[config.mk]
export PLATFORM = sky130hd
export DESIGN_NAME = step_sequencer_ctrl
export DESIGN_NICKNAME = d
export VERILOG_FILES = /design/src/rtl/step_sequencer_ctrl_pkg.sv /design/src/rtl/seq3_core.sv /design/src/rtl/step_sequencer_ctrl.sv
export SDC_FILE = /design/constraint.sdc
export NUM_CORES = 1
export LEC_CHECK = 0
export CORE_MARGIN = 1.5
export CORE_UTILIZATION = 26
export DETAILED_ROUTE_END_ITERATION = 10
export SLEW_MARGIN = 20
export SYNTH_ARGS = -nofsm -noshare
export SYNTH_HDL_FRONTEND = slang
export SYNTH_SLANG_ARGS = --single-unit
export TNS_END_PERCENT = 50
[constraint.sdc]
create_clock -name CLK -period 4.17 [get_ports CLK]
set_input_delay 0.834 -clock CLK [delete_from_list [all_inputs] [get_ports CLK]]
set_output_delay 0.834 -clock CLK [all_outputs]
set_load 0.01 [all_outputs]
[src/rtl/step_sequencer_ctrl_pkg.sv]
// rtl/step_sequencer_ctrl_pkg.sv - shared state encoding, count width and Gray helper
package step_sequencer_ctrl_pkg;

   localparam int CNT_W = 3;
   localparam int REM_W = 4;

   typedef enum logic [1:0] {
      ST_IDLE  = 2'd0,
      ST_RUN   = 2'd1,
      ST_PAUSE = 2'd2,
      ST_FIN   = 2'd3
   } state_e;

   function automatic logic [CNT_W-1:0] bin2gray(input logic [CNT_W-1:0] bin);
      return bin ^ (bin >> 1);
   endfunction

endpackage

[src/rtl/seq3_core.sv]
// rtl/seq3_core.sv - 3-bit up/down sequence register with binary/Gray output encoding
module seq3_core
   import step_sequencer_ctrl_pkg::*;
(
   input  logic             clk_i,
   input  logic             rst_i,
   input  logic             adv_i,
   input  logic             dir_i,
   input  logic             gray_sel_i,
   output logic [CNT_W-1:0] abc_o
);

   logic [CNT_W-1:0] count_q;
   logic [CNT_W-1:0] count_d;

   // One modulo-8 step per advance; the count only ever returns to zero through reset or wrap
   always_comb begin
      count_d = count_q;
      if (adv_i) begin
         count_d = dir_i ? count_q + CNT_W'(1) : count_q - CNT_W'(1);
      end
   end

   // Count register
   always_ff @(posedge clk_i or posedge rst_i) begin
      if (rst_i) begin
         count_q <= '0;
      end else begin
         count_q <= count_d;
      end
   end

   assign abc_o = gray_sel_i ? bin2gray(count_q) : count_q;

endmodule

[src/rtl/step_sequencer_ctrl.sv]
// rtl/step_sequencer_ctrl.sv - run/pause/step sequencer FSM; optional PRESCALE_EN run-tick prescaler
module step_sequencer_ctrl
   import step_sequencer_ctrl_pkg::*;
#(
   parameter int TICK_DIV = 4
) (
   input  logic       CLK,
   input  logic       RESET,
   input  logic       START,
   input  logic       STOP,
   input  logic       STEP,
   input  logic       DIR,
   input  logic [2:0] LEN,
   input  logic       GRAY_SEL,
   output logic       A,
   output logic       B,
   output logic       C,
   output logic       BUSY,
   output logic       DONE,
   output logic [1:0] STATE
);

   if (TICK_DIV < 2 || TICK_DIV > 16) begin : g_tick_div_check
      $error("step_sequencer_ctrl: TICK_DIV must be within 2..16");
   end

   state_e           state_q;
   state_e           state_d;
   logic [REM_W-1:0] rem_q;
   logic [REM_W-1:0] rem_d;
   logic             adv;
   logic             tick;
   logic [CNT_W-1:0] abc;

`ifdef PRESCALE_EN
   logic [3:0] presc_q;
   logic [3:0] presc_d;

   assign tick = (presc_q == 4'(TICK_DIV - 1));

   // Prescaler only runs while in RUN; any other state, or a STOP being taken, holds it at zero
   always_comb begin
      presc_d = presc_q + 4'd1;
      if (state_q != ST_RUN || STOP || tick) begin
         presc_d = '0;
      end
   end

   // Prescaler register
   always_ff @(posedge CLK or posedge RESET) begin
      if (RESET) begin
         presc_q <= '0;
      end else begin
         presc_q <= presc_d;
      end
   end
`else
   assign tick = 1'b1;
`endif

   // Next-state, remaining-step bookkeeping and advance request; STOP beats START beats STEP
   always_comb begin
      state_d = state_q;
      rem_d   = rem_q;
      adv     = 1'b0;
      case (state_q)
         ST_IDLE: begin
            if (!STOP) begin
               if (START) begin
                  state_d = ST_RUN;
                  rem_d   = (LEN == 3'd0) ? REM_W'(8) : {1'b0, LEN};
               end else if (STEP) begin
                  adv = 1'b1;
               end
            end
         end
         ST_RUN: begin
            if (STOP) begin
               state_d = ST_PAUSE;
            end else if (tick) begin
               adv   = 1'b1;
               rem_d = rem_q - REM_W'(1);
               if (rem_q == REM_W'(1)) begin
                  state_d = ST_FIN;
               end
            end
         end
         ST_PAUSE: begin
            if (STOP) begin
               state_d = ST_IDLE;
               rem_d   = '0;
            end else if (START) begin
               state_d = ST_RUN;
            end else if (STEP) begin
               adv   = 1'b1;
               rem_d = rem_q - REM_W'(1);
               if (rem_q == REM_W'(1)) begin
                  state_d = ST_FIN;
               end
            end
         end
         ST_FIN: begin
            state_d = ST_IDLE;
         end
         default: begin
            state_d = ST_IDLE;
         end
      endcase
   end

   // FSM state and remaining-step registers
   always_ff @(posedge CLK or posedge RESET) begin
      if (RESET) begin
         state_q <= ST_IDLE;
         rem_q   <= '0;
      end else begin
         state_q <= state_d;
         rem_q   <= rem_d;
      end
   end

   seq3_core u_core (
      .clk_i      (CLK),
      .rst_i      (RESET),
      .adv_i      (adv),
      .dir_i      (DIR),
      .gray_sel_i (GRAY_SEL),
      .abc_o      (abc)
   );

   assign {A, B, C} = abc;
   assign BUSY      = (state_q == ST_RUN) || (state_q == ST_PAUSE);
   assign DONE      = (state_q == ST_FIN);
   assign STATE     = state_q;

endmodule

### Word level (Yosys, flattened, before mapping)

Index checks and enable logic that the tools add are counted.

| word-level totals | value |
|---|---|
| bits in latches | 0 |
| flip-flop bits (word level) | 9 |
| ROM bits | 0 |
| input bits | 10 |
| output and inout port bits | 7 |
| memories | 0 |
| RAM bits | 0 |

| operators by class | value |
|---|---|
| div/mod/pow operators | 0 |
| muxes and demuxes | 23 |
| shift-type cells | 0 |
| multiply operators | 0 |
| add/subtract/negate cells | 3 |
| magnitude comparators | 0 |
| equality and inequality tests | 10 |
| reduce and logical (&&, ||, !) cells | 7 |
| bitwise logic cells | 1 |

Operators with widths:

| cell | number |
|---|---|
| 2-to-1 mux 4 bit | 7 |
| 2-to-1 mux 2 bit | 7 |
| one-hot mux 4 bit (3 select lines) | 1 |
| one-hot mux 2 bit (4 select lines) | 1 |
| 2-to-1 mux 3 bit | 2 |
| != test 2 bit, second input constant | 3 |
| != test 3 bit, second input constant | 2 |
| AND reduction 6 bit | 1 |
| equality test 2 bit, second input constant | 2 |
| equality test 4 x 1 -> 1 bit, second input constant | 1 |
| 2-to-1 mux 1 bit | 4 |
| != test 4 bit, second input constant | 1 |
| subtractor 4 x 1 -> 4 bit, second input constant | 1 |
| adder 3 x 1 -> 3 bit, second input constant | 1 |
| zero test 3 bit | 1 |
| AND reduction 3 bit | 1 |
| nonzero test 3 bit | 1 |
| subtractor 3 x 1 -> 3 bit, second input constant | 1 |
| XOR 3 x 2 -> 3 bit | 1 |
| equality test 2 x 1 -> 1 bit, second input constant | 1 |
| zero test 2 bit | 1 |
| one-hot mux 1 bit (2 select lines) | 1 |
| OR reduction 2 bit | 1 |
| logical OR 1 bit | 1 |

### Logic depth before layout (Yosys ltp)

| logic depth | value |
|---|---|
| depth after elaboration | 6 |
| depth in mapped cells | 6 |

### By module

Synthesis repeated with hierarchy kept, for this count alone.

| second synthesis, totals | value |
|---|---|
| cell total of the unflattened synthesis | 76 |
| area, all modules | 715.7 um2 |

Modules (own cells, without submodules):

| module | cells an instance | area an instance (um2) | instances | seq. area each (um2) |
|---|---|---|---|---|
| step_sequencer_ctrl | 60 | 539.3 | 1 | 150.1 |
| seq3_core | 16 | 176.4 | 1 | 75.1 |

### Least setup slack after synthesis

Ideal clock, no wire load.

| timing path | value |
|---|---|
| path type | in2out |
| start | input GRAY_SEL |
| end | output B |
| path slack | 2.217 ns |
| data arrival time | 1.119 ns |
| stages on the path | 2 |
| cell sequence | nand2_1 > xnor2_1 |

| between the ends | value |
|---|---|
| word-level cells in the longest chain between the ends | 1 |

Ends and longest elaborated chain:

| element | RTL line | source |
|---|---|---|
| start, declared | step_sequencer_ctrl.sv:14 | `input logic GRAY_SEL,` |
| 2-to-1 mux 3 bit | seq3_core.sv:33 | `assign abc_o = gray_sel_i ? bin2gray(count_q) : count_q;` |
| end, declared | step_sequencer_ctrl.sv:16 | `output logic B,` |

Every way passes these cells.

### Worst setup path in the final report

| timing path | value |
|---|---|
| start | input GRAY_SEL |
| end | output C |

| between the ends | value |
|---|---|
| word-level cells in the longest chain between the ends | 1 |

Ends and longest elaborated chain:

| element | RTL line | source |
|---|---|---|
| 2-to-1 mux 3 bit | seq3_core.sv:33 |  |
| end, declared | step_sequencer_ctrl.sv:17 | `output logic C,` |

Every way passes these cells.

==> report_table.html <==
<table>
<tr><th>Metric</th><th>Value</th></tr>
<tr><th colspan="2">Run status</th></tr>
<tr><td>Status</td><td>finished clean</td></tr>
<tr><th colspan="2">Setup path</th></tr>
<tr><td>Cell Chain, Critical Path</td><td>clkdlybuf4s50_1 -&gt; nand2_1 -&gt; xnor2_1 -&gt; clkdlybuf4s50_1</td></tr>
<tr><td>Slowest stage cell, crit path</td><td>sky130_fd_sc_hd__clkdlybuf4s50_1</td></tr>
<tr><td>Critical path endpoint category</td><td>primary output</td></tr>
<tr><td>Required time of the critical path</td><td>3.34 ns</td></tr>
<tr><td>Setup crit start kind</td><td>input pin</td></tr>
<tr><td>Endpoint arrival time on the critical path</td><td>between 2 and 2.5 ns</td></tr>
<tr><td>Critical Path Most Common Cell</td><td>sky130_fd_sc_hd__clkdlybuf4s50_1</td></tr>
<tr><td>Startpoint-to-endpoint class of the critical path</td><td>input pin to primary output</td></tr>
<tr><td>Critical-path maximum fanout</td><td>2</td></tr>
<tr><td>Crit path largest cell delay</td><td>about 0.55 ns</td></tr>
<tr><th colspan="2">STA</th></tr>
<tr><td>Final count of negative-setup-slack endpoints</td><td>0</td></tr>
<tr><td>Timing-limited maximum frequency</td><td>0.344 GHz</td></tr>
<tr><td>Summed negative setup slack over all endpoints</td><td>0 ns</td></tr>
<tr><td>Max transition margin</td><td>65.5%</td></tr>
<tr><td>Max-slew violation total from the final report</td><td>0</td></tr>
<tr><td>Clock skew</td><td>a little over 0.008 ns</td></tr>
<tr><td>Unrepaired setup endpoints after global routing</td><td>no</td></tr>
<tr><td>Period utilization</td><td>a little over two thirds</td></tr>
<tr><td>Worst Tran Pin Value</td><td>0.517 ns</td></tr>
<tr><td>Minimum clock period</td><td>around 2.9 ns</td></tr>
<tr><td>Final hold violation count</td><td>0</td></tr>
<tr><th colspan="2">Detailed routing</th></tr>
<tr><td>Post-route DRC</td><td>0</td></tr>
<tr><td>First drt pass iteration count</td><td>1</td></tr>
<tr><td>Final routed wire length divided by cell count</td><td>11.0 um</td></tr>
<tr><td>Total via count in the routed design</td><td>578</td></tr>
<tr><td>Detailed Route Iter0 Violations</td><td>0</td></tr>
<tr><td>Post-detailed-route count of antenna-violating nets</td><td>0</td></tr>
<tr><td>Number of vias per cell after detailed routing</td><td>4.70</td></tr>
<tr><td>Total length of routed wires</td><td>between 1 and 1.5 mm</td></tr>
<tr><th colspan="2">Clock network</th></tr>
<tr><td>Hold bufs inserted after CTS</td><td>0</td></tr>
<tr><td>Cts repair resizes</td><td>0</td></tr>
<tr><td>Clock insertion delay at the later pin of the skew report</td><td>0.26 ns</td></tr>
<tr><td>Post-CTS setup buffer count</td><td>0</td></tr>
<tr><td>TritonCTS clock tree</td><td>yes</td></tr>
<tr><td>Sink count of the clock tree</td><td>9</td></tr>
<tr><td>Clk root buf</td><td>sky130_fd_sc_hd__clkbuf_4</td></tr>
<tr><td>Number of levels in the clock H-tree</td><td>1</td></tr>
<tr><td>Num CTS Buffers</td><td>3</td></tr>
<tr><td>Max Root-Sink Buffers</td><td>2</td></tr>
<tr><td>Clock-pin transition on the worst setup and hold timing paths</td><td>about 0.060 ns</td></tr>
<tr><th colspan="2">Layout</th></tr>
<tr><td>Layout cells sized above 1</td><td>9.68%</td></tr>
<tr><td>Summed area of non-filler cells in the final layout</td><td>932 um2</td></tr>
<tr><td>Layout fillers</td><td>273</td></tr>
<tr><td># diodes</td><td>0</td></tr>
<tr><td>Number of nets in the finished design</td><td>112</td></tr>
<tr><td>Fin util</td><td>37.0%</td></tr>
<tr><td>Layout area overhead</td><td>31.6%</td></tr>
<tr><th colspan="2">Job</th></tr>
<tr><td>Number of max-cap violations</td><td>0</td></tr>
<tr><th colspan="2">Floorplanning</th></tr>
<tr><td>Number of top-level pins</td><td>17</td></tr>
<tr><td>Die W</td><td>55.2 um</td></tr>
<tr><td>Initial cell density of the core</td><td>between 20% and 30%</td></tr>
<tr><td>Rows</td><td>18</td></tr>
<tr><td>Core outline area</td><td>2520 um2</td></tr>
<tr><td>Height of the die</td><td>55.2 um</td></tr>
<tr><td>Full die area</td><td>3050 um2</td></tr>
<tr><th colspan="2">Logic synthesis</th></tr>
<tr><td>Compound-Gate Fraction of Synth Area</td><td>26.9%</td></tr>
<tr><td>Ranking of synthesized cells by area</td><td>sky130_fd_sc_hd__dfrtp_1 32%, sky130_fd_sc_hd__ha_1 12%, sky130_fd_sc_hd__inv_1 6.4%</td></tr>
<tr><td>Area fraction in and, or, nand and nor cells after synthesis</td><td>12.0%</td></tr>
<tr><td>Instance count of the mapped netlist</td><td>73</td></tr>
<tr><td>Flop and latch count out of synthesis</td><td>9</td></tr>
<tr><td>Largest family of logic cells by synthesized area</td><td>compound AO/OA/AOI/OAI gates</td></tr>
<tr><td>Proportion of netlist area held by the largest area contributor</td><td>31.8%</td></tr>
<tr><td>Share of synthesized area spent on multiplexers</td><td>1.59%</td></tr>
<tr><td>Unique masters post-synth</td><td>30</td></tr>
<tr><td>Syn Nets</td><td>91</td></tr>
<tr><td>Number of warning messages in the yosys log</td><td>0</td></tr>
<tr><td>Synthesized-area fraction occupied by xor and xnor cells</td><td>6.18%</td></tr>
<tr><td>Post-synthesis average cell area</td><td>9.70 um2</td></tr>
<tr><td>Synthesized cell area</td><td>approximately 710 um2</td></tr>
<tr><td>Post-synth top area cell</td><td>sky130_fd_sc_hd__dfrtp_1</td></tr>
<tr><td>Adder-Cell Fraction of Synth Area</td><td>roughly 15%</td></tr>
<tr><td>Sequential fraction of the synthesis area</td><td>31.8%</td></tr>
<tr><th colspan="2">Place</th></tr>
<tr><td>HPWL Detailed</td><td>1.10 mm</td></tr>
<tr><td>Placed Instance Area</td><td>slightly above 900 um2</td></tr>
<tr><td>Last weighted congestion value of the routability-driven placer</td><td>0.712</td></tr>
<tr><td>IO buf count</td><td>16</td></tr>
<tr><th colspan="2">Global routing</th></tr>
<tr><td>Number of antenna violations at the first check in global routing</td><td>0</td></tr>
<tr><td>Vias in the first global route</td><td>between 500 and 600</td></tr>
<tr><td>Largest net degree at the start of global routing</td><td>10</td></tr>
<tr><td>Total gr overflow</td><td>0</td></tr>
<tr><td>Overall routing resource usage</td><td>10.6%</td></tr>
<tr><td>First-pass GRT wire length</td><td>2.24 mm</td></tr>
<tr><th colspan="2">Power</th></tr>
<tr><td>Maximum resistive drop on vdd</td><td>between 0.0003 and 0.0004 V</td></tr>
<tr><td>Power per cell area</td><td>705 nW/um2</td></tr>
<tr><td>Leakage power</td><td>between 0.4 and 0.5 nW</td></tr>
<tr><td>Sum of internal, switching and leakage power</td><td>0.000658 W</td></tr>
<tr><th colspan="2">Hold path</th></tr>
<tr><td>HP Class</td><td>flop to flop</td></tr>
</table>
-- area by class of cell --
cell class	count	area, um2	share of cell area, %
clock buffer	4	26.3	2.82
inverter	12	45.0	4.83
sequential	9	225	24.2
tap	30	37.5	4.03
multi-input combinational	52	438	47.0
timing repair buffer	16	160	17.2
-- through the flow --
step / hold slack (ns) / instances / setup WS (ns)
global route: 0.532 / 123 / 1.21
detailed placement: 0.496 / 119 / 1.26
floorplan: 0.480 / 73 / 2.22
CTS: 0.505 / 123 / 1.25
finish: 0.496 / 123 / 1.27
global placement: 0.490 / 119 / 1.29
-- flip-flops by register name, summed over array words and instances (netlist names) --
register,flops
rem_q,4
u_core.count_q,3
STATE,2
-- final timing paths --
| path | cells past startpoint | end | start | slack [ns] |
|---|---|---|---|---|
| min in group asynchronous | 2 | u_core.count_q[2] | RESET | 0.83 |
| setup reg to reg | 6 | rem_q[0] | STATE[1] | 2.21 |
| hold reg to reg | 1 | u_core.count_q[2] | u_core.count_q[2] | 0.50 |
| hold / removal | 1 | u_core.count_q[2] | u_core.count_q[2] | 0.50 |
| max in group asynchronous | 2 | rem_q[1] | RESET | 3.07 |
| setup / recovery | 4 | C | GRAY_SEL | 1.27 |
-- layer usage --
layer | vias to the layer above | part of all wire (%) | GRT usage [%]
met3 | 0 | 5.4 | 5.65
met1 | 274 | 46 | 11.2
met4 | 0 | 0 | 1.22
met2 | 11 | 48 | 19.0
met5 | - | 0 | 0
li1 | 293 | - | -
-- synth_stat cells --
cell type                   count
sky130_fd_sc_hd__o32ai_1        1
sky130_fd_sc_hd__a31oi_1        1
sky130_fd_sc_hd__nand2b_4       1
sky130_fd_sc_hd__o21bai_1       1
sky130_fd_sc_hd__xnor2_1        5
sky130_fd_sc_hd__or4_1          1
sky130_fd_sc_hd__fa_1           1
sky130_fd_sc_hd__o22ai_1        1
sky130_fd_sc_hd__nor3_1         1
sky130_fd_sc_hd__nand2_1        2
sky130_fd_sc_hd__a21oi_1        3
sky130_fd_sc_hd__a21o_2         1
sky130_fd_sc_hd__nor2_1         4
sky130_fd_sc_hd__mux2_2         1
sky130_fd_sc_hd__o221ai_1       2
sky130_fd_sc_hd__a22o_1         2
sky130_fd_sc_hd__o21ai_2        1
sky130_fd_sc_hd__nor3b_1        2
sky130_fd_sc_hd__dfrtp_1        9
sky130_fd_sc_hd__ha_1           7
sky130_fd_sc_hd__o211ai_1       1
sky130_fd_sc_hd__inv_1         12
sky130_fd_sc_hd__a211o_1        1
sky130_fd_sc_hd__nor2b_2        1
sky130_fd_sc_hd__o21ai_1        2
sky130_fd_sc_hd__nor2b_1        1
sky130_fd_sc_hd__nand2b_1       1
sky130_fd_sc_hd__o21ai_0        2
sky130_fd_sc_hd__a2111oi_4      1
sky130_fd_sc_hd__o21a_1         4
-- logic make-up after synthesis --
| group | after synthesis |
|---|---|
| AO/OA/AOI/OAI | 24 |
| XOR/XNOR | 5 |
| adder cells (fa/ha/maj) | 8 |
| buffers and inverters | 12 |
| flip-flops | 9 |
| multiplexers | 1 |
| AND/OR/NAND/NOR | 14 |
-- layout by cell type (no fill, tap or decap), drive strengths merged, types with 2 or more instances in the layout --
cell and instances:
ha 7, nand2 2, o21a 4, dfrtp 9, a22o 2, clkdlybuf4s50 16, nor3b 2, xnor2 5
o221ai 2, a21oi 3, nor2 4, clkbuf 4, inv 12, nand2b 2, nor2b 2, o21ai 5
-- report_power, final --
group          leakage (nW)  internal [W]  switching (W)
Combinational         0.282      0.000222       0.000194
Sequential            0.110      0.000130      0.0000443
Clock                0.0150     0.0000369      0.0000303
Total                 0.407      0.000388       0.000269
-- critical path: cells and delay by family --
| family | cells | cell delay [ns] |
|---|---|---|
| buffers and inverters | 2 | 1.03 |
| xor gates and xnor gates | 1 | 0.13 |
| and+or+nand+nor | 1 | 0.07 |
Power figures use the tool's default switching activity.
